$ cat config.mk
export PLATFORM = sky130hd
export DESIGN_NAME = serial_sub
export DESIGN_NICKNAME = d
export VERILOG_FILES = /design/src/rtl/serial_sub.sv
export SDC_FILE = /design/constraint.sdc
export NUM_CORES = 1
export LEC_CHECK = 0
export CORE_ASPECT_RATIO = 1.4
export CORE_MARGIN = 1.5
export CORE_UTILIZATION = 50
export CTS_CLUSTER_DIAMETER = 200
export CTS_CLUSTER_SIZE = 28
export DETAILED_ROUTE_END_ITERATION = 10
export PLACE_DENSITY = 0.86
export SLEW_MARGIN = 20
export SYNTH_ARGS = -nofsm -noshare
export SYNTH_HDL_FRONTEND = slang
export SYNTH_SLANG_ARGS = --single-unit
$ cat constraint.sdc
create_clock -name clk -period 1.5 [get_ports clk]
set_input_delay 0.225 -clock clk [delete_from_list [all_inputs] [get_ports clk]]
set_output_delay 0.225 -clock clk [all_outputs]
set_load 0.03 [all_outputs]
$ cat src/rtl/serial_sub.sv
// serial_sub: bit-serial subtractor, diff = a - b (mod 2^W), LSB first, one bit per clock.
//   Ports:
//     clk    rising-edge clock
//     rst_n  synchronous active-low reset
//     start  request, sampled only in IDLE
//     a, b   W-bit minuend / subtrahend, captured when start is accepted
//     busy   high while bits are being processed (SHIFT)
//     done   single-cycle pulse; diff/bout valid from this cycle
//     diff   result a - b mod 2^W, held until the next done or reset
//     bout   final borrow, 1 iff a < b unsigned
//     ovf    signed overflow flag, present only when SERIAL_SUB_OVF_EN is defined
module serial_sub #(
  parameter int W = 4
) (
  input  logic         clk,
  input  logic         rst_n,
  input  logic         start,
  input  logic [W-1:0] a,
  input  logic [W-1:0] b,
  output logic         busy,
  output logic         done,
  output logic [W-1:0] diff,
  output logic         bout
`ifdef SERIAL_SUB_OVF_EN
  ,
  output logic         ovf
`endif
);
  localparam int CW = (W > 1) ? $clog2(W) : 1;
  typedef enum logic [1:0] {S_IDLE, S_SHIFT, S_DONE} state_t;
  state_t         r_state;
  logic [W-1:0]   r_a;
  logic [W-1:0]   r_b;
  logic [W-1:0]   r_res;
  logic           r_br;
  logic [CW-1:0]  r_cnt;
  logic           w_d;
  logic           w_br_next;
  logic           w_last;
  logic [W-1:0]   w_res_next;
  assign w_d       = r_a[0] ^ r_b[0] ^ r_br;
  assign w_br_next = (~r_a[0] & r_b[0]) | (~(r_a[0] ^ r_b[0]) & r_br);
  assign w_last    = r_cnt == CW'(W - 1);
  // The new difference bit enters at the MSB so that after W shifts bit 0 sits at the LSB.
  generate
    if (W == 1) begin : g_one
      assign w_res_next = w_d;
    end else begin : g_many
      assign w_res_next = {w_d, r_res[W-1:1]};
    end
  endgenerate
`ifdef SERIAL_SUB_OVF_EN
  // Operand MSBs are shifted away during SHIFT, so their signs are kept separately.
  logic r_sa;
  logic r_sb;
`endif
  always_ff @(posedge clk) begin
    if (!rst_n) begin
      r_state <= S_IDLE;
      busy    <= 1'b0;
      done    <= 1'b0;
      diff    <= '0;
      bout    <= 1'b0;
      r_a     <= '0;
      r_b     <= '0;
      r_res   <= '0;
      r_br    <= 1'b0;
      r_cnt   <= '0;
`ifdef SERIAL_SUB_OVF_EN
      ovf     <= 1'b0;
      r_sa    <= 1'b0;
      r_sb    <= 1'b0;
`endif
    end else begin
      case (r_state)
        S_IDLE: begin
          if (start) begin
            r_a     <= a;
            r_b     <= b;
            r_br    <= 1'b0;
            r_cnt   <= '0;
            busy    <= 1'b1;
            r_state <= S_SHIFT;
`ifdef SERIAL_SUB_OVF_EN
            r_sa    <= a[W-1];
            r_sb    <= b[W-1];
`endif
          end
        end
        S_SHIFT: begin
          r_a   <= r_a >> 1;
          r_b   <= r_b >> 1;
          r_res <= w_res_next;
          r_br  <= w_br_next;
          r_cnt <= r_cnt + 1'b1;
          // The last bit is produced this cycle, so outputs load the next-state values directly.
          if (w_last) begin
            busy    <= 1'b0;
            done    <= 1'b1;
            diff    <= w_res_next;
            bout    <= w_br_next;
            r_state <= S_DONE;
`ifdef SERIAL_SUB_OVF_EN
            ovf     <= (r_sa != r_sb) && (w_res_next[W-1] != r_sa);
`endif
          end
        end
        S_DONE: begin
          done    <= 1'b0;
          r_state <= S_IDLE;
        end
        default: r_state <= S_IDLE;
      endcase
    end
  end
endmodule
==> results of run 1 <==
==> what timing repair did <==
| action | 4_1_cts | 5_1_grt |
|---|---|---|
| endpoints found under the hold margin | 0 | 0 |
| resized for setup | 7 | 0 |
| endpoints found under the setup margin | 7 | 0 |
==> power breakdown <==
group	switching [mW]	total (mW)	internal, mW
clock	0.187	0.287	0.100
sequential	0.0198	0.659	0.639
combinational	0.0709	0.145	0.0741
total	0.277	1.09	0.813
==> registers in the layout (all words and copies together), names as in the netlist <==
| name | cells |
|---|---|
| bout | 1 |
| busy | 1 |
| diff | 4 |
| done | 1 |
| r_a | 4 |
| r_b | 4 |
| r_br | 1 |
| r_cnt | 2 |
| r_res | 3 |
| r_state | 2 |
==> per-layer routing <==
layer / vias up / wire length [um]
met4: 0 / 56
met5: - / 0
met3: 5 / 63
met1: 352 / 735
met2: 21 / 892
li1: 398 / -
==> stage by stage <==
step / hold WS, ns / setup TNS, ns / instance area [um^2] / utilization [%]
6_report: 0.4528 / 0 / 1179 / 65.42
5_1_grt: 0.4632 / 0 / 1179 / 65.42
4_1_cts: 0.4537 / 0 / 1179 / 65.42
3_5_place_dp: 0.4470 / -0.0007885 / 1160 / 64.38
3_3_place_gp: 0.4340 / 0 / 1160 / 64.38
2_1_floorplan: 0.3719 / 0 / 982.2 / -
==> synthesized netlist by cell type (2+ instances only) <==
cell type	number	area, um^2
nand3_1	6	30.03
clkbuf_1	2	7.510
o211ai_1	7	52.55
o21ai_1	4	20.02
nor2b_1	3	18.77
nand2_1	11	41.29
buf_2	2	10.01
o21ai_0	11	55.05
dfxtp_1	23	460.4
buf_6	2	22.52
inv_1	4	15.01
a21oi_1	2	10.01
o22ai_1	2	12.51
mux2i_1	9	90.09
==> tightest hold or removal path, cell delays in order (launching register included) <==
cell and delay, ns:
dfxtp_1 0.33, nand2_1 0.05, o21ai_1 0.05
==> cell type report <==
class,instances,area [um^2]
fillers,152,623.1
flip-flops and latches,23,460.4
multi-input cells,69,459.2
repair buffers,21,191.4
well taps,20,25.02
clock buffers,3,22.52
inverters,4,15.01
clock inverters,1,5.005
==> logic make-up after synthesis <==
group | count (synthesis) | synth area share [%]
AND/OR/NAND/NOR | 29 | 16.43
adder cells (fa/ha/maj) | 2 | 3.312
flip-flops | 23 | 46.88
multiplexers | 9 | 9.172
buffers and inverters | 11 | 6.369
AO/OA/AOI/OAI | 29 | 17.83
==> how the worst min path moves through the flow <==
stage | slack, ns | endpoint | start | depth (start not counted)
6_report | 0.45 | diff[2]$_SDFFE_PN0P_ | diff[2]$_SDFFE_PN0P_ | 2
5_1_grt | 0.46 | r_b[3]$_SDFFE_PN0P_ | b[3] | 3
4_1_cts | 0.45 | r_b[3]$_SDFFE_PN0P_ | b[3] | 3
3_5_place_dp | 0.45 | diff[2]$_SDFFE_PN0P_ | diff[2]$_SDFFE_PN0P_ | 2
3_3_place_gp | 0.43 | diff[2]$_SDFFE_PN0P_ | diff[2]$_SDFFE_PN0P_ | 2
2_1_floorplan | 0.37 | r_cnt[1]$_SDFFE_PN0P_ | rst_n | 2
==> flow_metrics.env, run 1 <==
export IMPL_place_ws_ns=-0.0007885
export IMPL_hold_buffers=0
export IMPL_grt_busiest_layer="met2"
export IMPL_drtAntennaViolNets=0
export IMPL_hp_class="reg -> reg"
export IMPL_min_period_ns=1.309
export IMPL_gp_congestion=0.7658
export IMPL_drt_wirelength_per_cell_um=12.40
export IMPL_met1_usage_pct=24.61
export IMPL_grt_max_degree=15
export IMPL_syn_inst=103
export IMPL_grt_first_pass_wirelength_um=3105
export IMPL_yosys_warnings=0
export IMPL_nets=135
export IMPL_cts_root_buf="clkbuf_4"
export IMPL_fin_skew_ns=0.007805
export IMPL_r2r_start="r_state[1]$_SDFFE_PN0P_"
export IMPL_cellLeakagePower_nw=0.4803
export IMPL_place_inst=137
export IMPL_synth_distinct_cells=29
export IMPL_grt_pass1_vias=738
export IMPL_cts_tree="yes"
export IMPL_vias_per_cell=5.504
export IMPL_die_h_um=55.44
export IMPL_numCtsBuffers=3
export IMPL_drive_gt1_share_pct=10.74
export IMPL_reg2reg_to="bout$_SDFFE_PN0P_"
export IMPL_seq_area_frac_synth_pct=46.88
export IMPL_drv_cap=0
export IMPL_htreeDepth=1
export IMPL_drtPass1Iterations=4
export IMPL_ys_async_sr_fraction_pct=0
export IMPL_cp_top_family="buffers and inverters"
export IMPL_relSlewSlack_pct=74.63
export IMPL_r2r_slack_ns=0.26
export IMPL_worst_slack_ns=0.1908
export IMPL_rows=18
export IMPL_drv_slew=0
export IMPL_worstSetupPathType="reg -> out"
export IMPL_r2r_cells=2
export IMPL_path_buf_inv=1
export IMPL_finalSetupViolCount=0
export IMPL_route_detailed_drc=0
export IMPL_use_met2_pct=29.48
export IMPL_clock_sinks=23
export IMPL_cp_slowest_cell="dlygate4sd2_1"
export IMPL_fp_coreArea_mm2=0.001802
export IMPL_path_cells="dlygate4sd2_1"
export IMPL_setup_worst_path_start_class="flip-flop"
export IMPL_fin_cells=141
export IMPL_cp_endpoint="busy"
export IMPL_grt_overflow=0
export IMPL_total_power_mw=1.091
export IMPL_synth_edf_count=0
export IMPL_first_iter_violations=15
export IMPL_finalHoldViolations=0
export IMPL_rsz0062_at_grt="false"
export IMPL_diodes=0
export IMPL_io_buffers=17
export IMPL_critPathMaxFanout=3
export IMPL_clk_latency_ns=0.32
export IMPL_cp_startpoint="busy$_SDFFE_PN0P_"
export IMPL_layout_commonest_cell="dfxtp_1"
export IMPL_synthesis_nets=116
export IMPL_cts_clk_slew_worst_paths_ns=0.12
export IMPL_use_met3_pct=4.016
export IMPL_drt_total_wl_um=1748
export IMPL_cts_setup_buffers=0
export IMPL_syn_to_final_growth_pct=20.00
export IMPL_cpPeakStageDelay_ns=0.40
export IMPL_synth_seq_cells=23
export IMPL_post_route_period_util_pct=87.28
export IMPL_syn_cell_area_um2=982.2
export IMPL_cellPowerDensity_mw_per_mm2=925.3
export IMPL_dieArea_mm2=0.002243
export IMPL_pin_count=18
export IMPL_syn_avg_cell_area_um2=9.536
export IMPL_synthFlopType="dfxtp_1"
export IMPL_vias=776
export IMPL_worstSetupEndpointType="primary output"
export IMPL_hpwlAfterDp_um=1310
export IMPL_worst_pin_slew_ns=0.3788
export IMPL_vdd_drop_max_uv=811.6
export IMPL_antenna_found_initial=0
export IMPL_start_util_pct=54.51
export IMPL_ctsLongestPathBuffers=2
export IMPL_grtUsageTotal_pct=20.02
export IMPL_die_w_um=40.46
export IMPL_crit_required_ns=1.27
export IMPL_cp_num_cells=1
export IMPL_final_cell_mix="dfxtp_1, nand2_1, o21ai_0"
export IMPL_arrival_ns=1.08
export IMPL_timing_fmax_ghz=0.7638
export IMPL_status="complete, no violations"
Power figures use the tool's default switching activity.
==> run 2, diff against run 1 <==
- CTS_CLUSTER_SIZE: 28 -> not set
- TNS_END_PERCENT: not set -> 50
==> results of run 2 <==
Same layout as run 1: the final DEF is identical, and so are final timing and power.
